### src/rtl/uart_pkg.sv
`default_nettype none
// ============================================================================
// Module      : uart_pkg
// Description : Shared types and helpers for the configurable UART transmitter.
//               Holds the transmitter state encoding, the parity-mode constants
//               and a frame-length helper.
// Revision    : 1.0 - initial release
// ============================================================================
package uart_pkg;

  // Transmitter state encoding
  typedef enum logic [2:0] {
    ST_IDLE  = 3'd0,
    ST_START = 3'd1,
    ST_DATA  = 3'd2,
    ST_PAR   = 3'd3,
    ST_STOP  = 3'd4,
    ST_BREAK = 3'd5
  } uart_state_e;

  // Parity-mode selector values
  localparam int PAR_NONE = 0;
  localparam int PAR_ODD  = 1;
  localparam int PAR_EVEN = 2;

  // Serial bits per frame: start + payload + optional parity + stop bits
  function automatic int frame_len(input int data_bits, input int parity,
                                   input int stop_bits);
    return 1 + data_bits + ((parity != PAR_NONE) ? 1 : 0) + stop_bits;
  endfunction

endpackage
`default_nettype wire

### src/rtl/uart_bit_timer.sv
`default_nettype none
// ============================================================================
// Module      : uart_bit_timer
// Description : Bit-period down-counter. Reloads to CLK_DIV-1 on restart and at
//               every bit boundary; bit_done pulses for the last cycle of each
//               bit period while enabled.
// Ports       : clk, rst      - clock, asynchronous active-high reset
//               restart       - load a fresh bit period (new frame)
//               enable        - count while a frame is being shifted out
//               bit_done      - one-cycle pulse ending the current bit
// Revision    : 1.0 - initial release
// ============================================================================
module uart_bit_timer #(
  parameter int CLK_DIV = 8
) (
  input  logic clk,
  input  logic rst,
  input  logic restart,
  input  logic enable,
  output logic bit_done
);

  localparam int            CW     = (CLK_DIV > 1) ? $clog2(CLK_DIV) : 1;
  localparam logic [CW-1:0] RELOAD = CW'(CLK_DIV - 1);

  logic [CW-1:0] cnt_q;
  logic [CW-1:0] cnt_d;

  always_comb begin
    cnt_d = cnt_q;
    if (restart) begin
      cnt_d = RELOAD;
    end else if (enable) begin
      // Reaching zero closes the bit; reload immediately for the next one
      cnt_d = (cnt_q == '0) ? RELOAD : (cnt_q - 1'b1);
    end
  end

  always_ff @(posedge clk or posedge rst) begin
    if (rst) begin
      cnt_q <= '0;
    end else begin
      cnt_q <= cnt_d;
    end
  end

  assign bit_done = enable && (cnt_q == '0);

endmodule
`default_nettype wire

### src/rtl/uart_tx_cfg.sv
`default_nettype none
// ============================================================================
// Module      : uart_tx_cfg
// Description : Configurable UART transmitter with optional parity, one or two
//               stop bits and a line-break state. tx is registered.
// Ports       : clk, rst      - clock, asynchronous active-high reset
//               data, valid   - payload and request (captured on valid&&ready)
//               ready         - a frame can be accepted this cycle
//               brk           - line-break request (honoured only from idle)
//               tx            - serial line, idle high
//               busy          - frame or break in progress
// Revision    : 1.0 - initial release
// ============================================================================
module uart_tx_cfg
  import uart_pkg::*;
#(
  parameter int CLK_DIV   = 8,
  parameter int DATA_BITS = 8,
  parameter int PARITY    = 0,
  parameter int STOP_BITS = 1
) (
  input  logic                 clk,
  input  logic                 rst,
  input  logic [DATA_BITS-1:0] data,
  input  logic                 valid,
  output logic                 ready,
  input  logic                 brk,
  output logic                 tx,
  output logic                 busy
);

  localparam int FRAME_BITS = frame_len(DATA_BITS, PARITY, STOP_BITS);

  // ---------------------------------------------------------------- checks
  if (CLK_DIV < 1 || CLK_DIV > 65535) begin : g_bad_clk_div
    $fatal(1, "uart_tx_cfg: CLK_DIV=%0d outside 1..65535", CLK_DIV);
  end
  if (DATA_BITS < 5 || DATA_BITS > 9) begin : g_bad_data_bits
    $fatal(1, "uart_tx_cfg: DATA_BITS=%0d outside 5..9", DATA_BITS);
  end
  if (PARITY != PAR_NONE && PARITY != PAR_ODD && PARITY != PAR_EVEN) begin : g_bad_parity
    $fatal(1, "uart_tx_cfg: PARITY=%0d is not 0, 1 or 2", PARITY);
  end
  if (STOP_BITS != 1 && STOP_BITS != 2) begin : g_bad_stop_bits
    $fatal(1, "uart_tx_cfg: STOP_BITS=%0d is not 1 or 2", STOP_BITS);
  end
  if (FRAME_BITS > 13) begin : g_bad_frame
    $fatal(1, "uart_tx_cfg: frame of %0d bits is too long", FRAME_BITS);
  end

  localparam logic [3:0] LAST_DATA = 4'(DATA_BITS - 1);
  localparam logic [3:0] LAST_STOP = 4'(STOP_BITS - 1);
  localparam logic       PAR_INV   = (PARITY == PAR_ODD);

  // ---------------------------------------------------------------- state
  uart_state_e            state_q, state_d;
  logic                   tx_q, tx_d;
  logic [DATA_BITS-1:0]   shift_q, shift_d;
  logic                   par_q, par_d;
  logic [3:0]             bit_cnt_q, bit_cnt_d;
  logic                   init_q;     // low until the first edge after reset
  logic                   timer_restart;
  logic                   timer_en;
  logic                   bit_done;
  logic                   handshake;

  assign ready     = init_q && (state_q == ST_IDLE) && !brk;
  assign handshake = valid && ready;
  assign busy      = (state_q != ST_IDLE);
  assign tx        = tx_q;
  assign timer_en  = (state_q != ST_IDLE) && (state_q != ST_BREAK);

  uart_bit_timer #(
    .CLK_DIV (CLK_DIV)
  ) u_bit_timer (
    .clk      (clk),
    .rst      (rst),
    .restart  (timer_restart),
    .enable   (timer_en),
    .bit_done (bit_done)
  );

  // tx_d is the line level for the cycle after this edge, so every bit
  // appears on the registered output exactly when its state is entered.
  always_comb begin
    state_d       = state_q;
    tx_d          = tx_q;
    shift_d       = shift_q;
    par_d         = par_q;
    bit_cnt_d     = bit_cnt_q;
    timer_restart = 1'b0;

    unique case (state_q)
      ST_IDLE: begin
        tx_d = 1'b1;
        if (brk && init_q) begin
          state_d = ST_BREAK;
          tx_d    = 1'b0;
        end else if (handshake) begin
          state_d       = ST_START;
          tx_d          = 1'b0;
          shift_d       = data;
          par_d         = (^data) ^ PAR_INV;
          bit_cnt_d     = '0;
          timer_restart = 1'b1;
        end
      end

      ST_START: begin
        if (bit_done) begin
          state_d   = ST_DATA;
          tx_d      = shift_q[0];
          shift_d   = {1'b1, shift_q[DATA_BITS-1:1]};
          bit_cnt_d = '0;
        end
      end

      ST_DATA: begin
        if (bit_done) begin
          if (bit_cnt_q == LAST_DATA) begin
            bit_cnt_d = '0;
            if (PARITY != PAR_NONE) begin
              state_d = ST_PAR;
              tx_d    = par_q;
            end else begin
              state_d = ST_STOP;
              tx_d    = 1'b1;
            end
          end else begin
            bit_cnt_d = bit_cnt_q + 4'd1;
            tx_d      = shift_q[0];
            shift_d   = {1'b1, shift_q[DATA_BITS-1:1]};
          end
        end
      end

      ST_PAR: begin
        if (bit_done) begin
          state_d   = ST_STOP;
          tx_d      = 1'b1;
          bit_cnt_d = '0;
        end
      end

      ST_STOP: begin
        tx_d = 1'b1;
        if (bit_done) begin
          if (bit_cnt_q == LAST_STOP) begin
            state_d   = ST_IDLE;
            bit_cnt_d = '0;
          end else begin
            bit_cnt_d = bit_cnt_q + 4'd1;
          end
        end
      end

      ST_BREAK: begin
        tx_d = 1'b0;
        if (!brk) begin
          state_d = ST_IDLE;
          tx_d    = 1'b1;
        end
      end

      default: begin
        state_d = ST_IDLE;
        tx_d    = 1'b1;
      end
    endcase
  end

  always_ff @(posedge clk or posedge rst) begin
    if (rst) begin
      state_q   <= ST_IDLE;
      tx_q      <= 1'b1;
      shift_q   <= '1;
      par_q     <= 1'b0;
      bit_cnt_q <= '0;
      init_q    <= 1'b0;
    end else begin
      state_q   <= state_d;
      tx_q      <= tx_d;
      shift_q   <= shift_d;
      par_q     <= par_d;
      bit_cnt_q <= bit_cnt_d;
      init_q    <= 1'b1;
    end
  end

endmodule
`default_nettype wire

### config.mk
export PLATFORM = sky130hd
export DESIGN_NAME = uart_tx_cfg
export DESIGN_NICKNAME = d
export VERILOG_FILES = /design/src/rtl/uart_pkg.sv /design/src/rtl/uart_bit_timer.sv /design/src/rtl/uart_tx_cfg.sv
export SDC_FILE = /design/constraint.sdc
export NUM_CORES = 1
export LEC_CHECK = 0
export CORE_AREA = 2 2 54 56
export CTS_CLUSTER_DIAMETER = 60
export DETAILED_ROUTE_END_ITERATION = 10
export DIE_AREA = 0 0 56 58
export PLACE_DENSITY = 0.7
export SLEW_MARGIN = 10
export SYNTH_ARGS = -nofsm -noshare
export SYNTH_HDL_FRONTEND = slang
export SYNTH_HIERARCHICAL = 1
export SYNTH_SLANG_ARGS = --single-unit
### constraint.sdc
create_clock -name clk -period 2.8 [get_ports clk]
set_input_delay 0.84 -clock clk [delete_from_list [all_inputs] [get_ports clk]]
set_output_delay 0.84 -clock clk [all_outputs]
set_load 0.02 [all_outputs]
==> results of run 1 <==
==> Yosys cell counts (all sizes together) (3+ instances only) <==
cell and n:
mux2 15, inv 12, dfrtp 11, nor2 10, dfstp 9, o21ai 8
buf 4, ha 4, nand2 4, nand2b 4, nand3 4, a21oi 3
and3 3, nor2b 3
==> what timing repair did <==
| action | CTS | global route |
|---|---|---|
| gates resized for setup | 1 | 0 |
| hold endpoints to repair | 0 | 0 |
| setup endpoints to repair | 1 | 0 |
==> layout by cell type (no fill, tap or decap), types with 3 or more instances in the layout <==
cell type	Yosys	final
nand2_1	4	4
clkbuf_4	0	3
mux2_2	15	15
inv_1	11	11
buf_4	0	6
dfstp_2	9	9
o21ai_0	5	5
nor2_1	9	9
nand3_1	4	4
clkdlybuf4s50_1	0	13
nor2b_1	3	3
ha_1	4	4
dfrtp_1	11	11
==> worst min-delay path, stage by stage, from the launching register on <==
cell	delay [ps]
dfstp_2	390
inv_1	50
mux2i_1	50
==> logic make-up after synthesis <==
kind of cell,synth area share (%)
other,0.296
muxes,14.1
buffers and inverters,5.93
xor gates and xnor gates,1.38
adders and majority gates,3.95
and+or+nand+nor,18.1
AOI/OAI and AO/OA,15.8
DFF,40.4
==> power by group through the flow <==
stage | clock network [mW] | registers [mW] | logic [mW]
after floorplan | 0 | 0.509 | 0.585
after global placement | 0 | 0.506 | 0.724
after global routing | 0.156 | 0.522 | 0.824
final | 0.141 | 0.507 | 0.737
after CTS | 0.150 | 0.508 | 0.747
after detailed placement | 0 | 0.512 | 0.747
==> final cells by class <==
type,count,area share (%)
multi-input cells,89,45.7
well taps,31,2.61
clock buffers,4,1.77
inverters,12,3.03
flip-flops and latches,20,34.5
repair buffers,20,12.4
==> path summary, 6_finish.rpt <==
check / from / end / slack, ps
worst min-delay path: shift_q[7] / shift_q[7] / 480
worst max-delay path: brk / ready / 180
min in group asynchronous: rst / u_bit_timer/cnt_q[0] / 740
max in group asynchronous: rst / state_q[1] / 1430
worst min register to register: shift_q[7] / shift_q[7] / 480
worst max register to register: state_q[2] / shift_q[0] / 740
==> state kept, by name, indices dropped and copies added (netlist names) <==
name	count
init_q	1
tx	1
shift_q	8
bit_cnt_q	4
state_q	3
u_bit_timer/cnt_q	3
==> per-stage QoR <==
step	setup TNS (ps)	instances
2_1_floorplan	0	126
3_3_place_gp	-121	172
3_5_place_dp	-110	172
4_1_cts	0	176
5_1_grt	0	176
6_report	0	176
==> routing by layer <==
layer  share of wire, %  global-route usage [%]  routed length [µm]  vias up
met5                  0                       0                   0        -
met4                1.7                    6.12                  38        0
met3                6.2                    2.68                 141        5
met2                 49                    27.1                1120       30
met1                 43                    19.3                 983      463
li1                   -                       -                   -      486
==> results.md, run 1 <==
- R2R cell count: 10
- IO Pins: 15
- Synth top area cells: dfrtp_1, dfstp_2, mux2_2
- HPWL after detailed placement: 1760 µm
- Netlist cell types: 47
- P_int: 873 µW
- CTS Sinks: 20
- Post-synth EDFFs: 0
- Final setup violation count: 0
- # H-tree levels: 1
- Element type at the critical path end: output pin
- Critical Path RT: 1960 ps
- Top delay family on crit path: buffers and inverters
- Mapped Cells: 126
- Status: finished, final reports clean
- Crit path launch type: primary input
- Min-Delay Path Class: reg -> reg
- Tot GR Track Use: 15.5%
- Die area: 3250 µm²
- Mapped Area: 1270 µm²
- Antenna cells: 0
- Crit-path slowest cell: clkdlybuf4s50_1
- Maximum clock rate: 0.381 GHz
- Initial antenna violation count: 0
- Setup Crit Path Kind: in -> out
- CTS buffer count: 3
- WL/cell: 13.0 µm
- Area of the multi-input gates: 679 µm²
- Vias per std cell: 5.59
- Area growth syn-to-layout: 17.3%
- Power share of the clock group: 10.2%
- Maximum VDD drop: 686 µV
- Number of fillers in the final layout: 249
- Overall power: 1.39 mW
- Slew @ Worst Pin: 650 ps
- Clock period minus worst slack: 2620 ps
- CTS clock-pin slew for the worst setup and hold paths: 110 ps
- PortBufs: 14
- CTS tree: done
- Pre-antenna DRT Iters: 5
- Vias in the first global route: 967
- Placed cell areas: 1460 µm²
- Pins Over Slew Limit: 0
- Max Cap Viol: 0
- Yosys warnings: 6
- Skew final: 11.8 ps
- Post-cts hold buffer count: 0
- Largest net degree at the start of global routing: 18
- Hold slack: 478 ps
- Crit-path max FO: 2
- Final Cycle Share: 93.7%
- Hold Violations, Final: 0
- Root buf cell: clkbuf_4
- Final wirelength: 2290 µm
- Critical path cell sequence: clkdlybuf4s50_1, nor3b_1, dlygate4sd2_1
- Skew-Pair Late Insertion Delay: 310 ps
- Syn Area/Cell: 10.0 µm²
- Fraction of registers with async set/reset: 100%
- Post-layout util: 55.8%
- Post-synthesis sequential area ratio: 40.4%
- Final global-route overflow total: 0
- Register area: 512 µm²
- Num rows: 19
- First-pass GRT wire length: 4030 µm
- Most used DFF post-synth: dfrtp_1
- Flops & latches, synth: 20
- Detailed-route via count: 984
- Design area: 1490 µm²
- Residual DRC: 0
- Initial core utilization: 47.6%
- Power Density: 933 nW/µm²
- CTS Buffer Depth: 2
- Buffers and inverters on the worst path: 2
- Synth Net Count: 142
- Die X: 56 µm
- Routability cong.: 0.845
- NetSw: 512 µW
- Top cell type by total area after synthesis: dfrtp_1
- Antenna Nets Post-Route: 0
- Ratio of cells with drive above 1 in the final layout: 28.3%
- Drt first-iter violations: 19
- Seq pwr share: 36.6%
- Chip height: 58 µm
- Crit path depth: 3
- Share of the synthesized area in the top cell type: 21.7%
- Sw frac: 37.0%
- Final setup margin: 177 ps
- Gate power share: 53.2%
- Layout Nets: 162
- Hold Path Stages: 2
- Worst EP arrival: 1780 ps
- Leak pwr: 0.663 nW
- Core area: 2660 µm²
- Max-Slew Margin vs Limit: 56.6%
- Worst slack, placed: -110 ps
- Setup bufs post-CTS: 0
- Delay of the slowest critical-path stage: 420 ps
- RSZ-0062 raised after global routing: no
(Power assumes the default switching activity.)
==> inputs of run 2 (changes only) <==
- GPL_TIMING_DRIVEN: default -> 0
==> run 2 against run 1 <==
  * Setup slack got worse by 85 ps
  * First-iteration DRC count increased by 63%
  * Combinational power increased by 1%
  * Largest power group unchanged
  * Clock power increased by 19%
  * Critical endpoint is now busy
  * Non-clock buffer count decreased by 1
  * Largest cell class unchanged
  * Sequential share of layout area unchanged
  * Sequential power increased by 1%
  * Sequential cell count unchanged
==> results.md, run 2 (same netlist as run 1, synthesis figures left out) <==
- Element type at the critical path end: output pin
- Hold Violations, Final: 0 (unchanged)
- Antenna Nets Post-Route: 0 (unchanged)
- Power Density: 962 nW/µm² (+3.1%)
- Setup bufs post-CTS: 0 (unchanged)
- Number of fillers in the final layout: 241 (-3.2%)
- Crit path from: state_q[2]
- Status: finished, final reports clean
- Slew @ Worst Pin: 655 ps (+5.12 ps)
- R2r setup slk: 230 ps (-510 ps)
- Leak pwr: 0.661 nW (-0.37%)
- Routability cong.: 0.848 (+0.30%)
- Post-cts hold buffer count: 0 (unchanged)
- Area of the multi-input gates: 687 µm² (+1.1%)
- CTS clock-pin slew for the worst setup and hold paths: 110 ps (about the same)
- Drt first-iter violations: 31 (+12)
- Setup Crit Path Kind: reg -> out
- First-pass GRT wire length: 4330 µm (+7.4%)
- Skew final: 2.98 ps (-8.83 ps)
- R2R cell count: 10 (unchanged)
- Layout Nets: 161 (-0.62%)
- Max-Slew Margin vs Limit: 56.3% (-0.34 points)
- CTS buffer count: 3 (unchanged)
- # H-tree levels: 1 (unchanged)
- Antenna cells: 0 (unchanged)
- PortBufs: 14 (unchanged)
- Vias in the first global route: 996 (+3.0%)
- Most flops, register: shift_q
- Area growth syn-to-layout: 17.3% (unchanged)
- Reg-to-reg endpoint: shift_q[6]
- Skew-Pair Late Insertion Delay: 300 ps (about the same)
- Register area: 512 µm² (unchanged)
- Root buf cell: clkbuf_4
- R2R Path Start: state_q[2]
- Seq pwr share: 35.9% (-0.7 points)
- Placed cell areas: 1450 µm² (-1.0%)
- Detailed-route via count: 973 (-1.1%)
- Pre-antenna DRT Iters: 4 (-1)
- Hold slack: 476 ps (-2.43 ps)
- Sw frac: 36.8% (-0.21 points)
- P_int: 903 µW (+3.5%)
- Min-Delay Path Class: reg -> reg
- Ratio of cells with drive above 1 in the final layout: 29.2% (+0.89 points)
- Largest net degree at the start of global routing: 18 (unchanged)
- Critical Path RT: 1960 ps (about the same)
- Pins Over Slew Limit: 0 (unchanged)
- IO Pins: 15 (unchanged)
- Final setup violation count: 0 (unchanged)
- Core area: 2660 µm² (unchanged)
- Die X: 56 µm (unchanged)
- Die area: 3250 µm² (unchanged)
- Final Cycle Share: 96.7% (+3.1 points)
- Initial core utilization: 47.6% (unchanged)
- Gate power share: 52.4% (-0.8 points)
- Chip height: 58 µm (unchanged)
- Tot GR Track Use: 16.4% (+0.92 points)
- Most common cell after layout, fill and taps aside: mux2_2
- Clock period minus worst slack: 2710 ps (+85.5 ps)
- CTS Sinks: 20 (unchanged)
- HPWL after detailed placement: 1730 µm (-1.3%)
- Final global-route overflow total: 0 (unchanged)
- CTS Buffer Depth: 2 (unchanged)
- RSZ-0062 raised after global routing: no
- Design area: 1490 µm² (unchanged)
- Crit-path max FO: 8 (+6)
- Residual DRC: 0 (unchanged)
- WL/cell: 13.4 µm (+2.9%)
- Crit path launch type: flop
- CTS tree: done
- Final wirelength: 2340 µm (+2.3%)
- Critical Path Sink: busy
- Initial antenna violation count: 0 (unchanged)
- Setup TNS: 0 ps (unchanged)
- Power share of the clock group: 11.7% (+1.5 points)
- Vias per std cell: 5.56 (-0.55%)
- Maximum clock rate: 0.369 GHz (-3.2%)
- Maximum VDD drop: 673 µV (-1.8%)
- Worst EP arrival: 1870 ps (+90 ps)
- Most frequent cells in the layout: mux2_2, clkdlybuf4s50_1, inv_1, dfrtp_1
- Max Cap Viol: 0 (unchanged)
- Top Registers: shift_q: 8 flops, bit_cnt_q: 4 flops
- Num rows: 19 (unchanged)
- Max reg flops: 8 (unchanged)
- NetSw: 525 µW (+2.5%)
-- run 2: layer usage --
metal	routed length, µm	part of all wire (%)	track usage (%)	vias to the layer above
li1	-	-	-	481
met1	1110	47	22.2	465
met2	1120	48	28.2	25
met3	101	4.3	2.23	2
met4	14	0.60	4.08	0
met5	0	0	0	-
-- run 2: worst min-delay path by stage --
stage / from / to / slack, ps / cells past startpoint
floorplan: shift_q[7] / shift_q[7] / 440 / 2
global placement: shift_q[7] / shift_q[7] / 460 / 2
detailed placement: shift_q[7] / shift_q[7] / 460 / 2
CTS: shift_q[7] / shift_q[7] / 480 / 2
global route: shift_q[7] / shift_q[7] / 510 / 2
finish: shift_q[7] / shift_q[7] / 480 / 2
-- run 2: area by class of cell --
cell class,instances,share of cell area (%)
inverters,12,3.03
flip-flops and latches,20,34.5
multi-input cells,89,46.3
well taps,31,2.61
clock buffers,4,2.44
plain buffers,5,2.11
repair buffers,14,9.10
-- run 2: critical path, stage by stage (launching register included) --
cell and delay (ps):
dfrtp_1 390, buf_6 130, or3_1 350, buf_2 160, clkdlybuf4s50_1 540
-- run 2: power groups by stage --
stage,logic [mW],clock network (mW),registers (mW)
6_report,0.748,0.168,0.513
4_1_cts,0.749,0.174,0.514
3_3_place_gp,0.724,0,0.512
2_1_floorplan,0.585,0,0.509
5_1_grt,0.849,0.180,0.532
3_5_place_dp,0.746,0,0.518
-- run 2: stage by stage --
step | worst slack [ps] | util (%) | total power [mW] | cells
6_report | 91.5 | 55.8 | 1.43 | 175
3_5_place_dp | -207 | 54.3 | 1.26 | 171
3_3_place_gp | -214 | 54.3 | 1.24 | 171
4_1_cts | 20.4 | 55.6 | 1.44 | 175
2_1_floorplan | 405 | - | 1.09 | 126
5_1_grt | 0.726 | 55.8 | 1.56 | 175
-- run 2: repair_timing --
| action | CTS | global route |
|---|---|---|
| endpoints found under the hold margin | 0 | 0 |
| pin swaps | 0 | 0 |
| gates resized for setup | 1 | 6 |
| setup endpoints to repair | 1 | 9 |
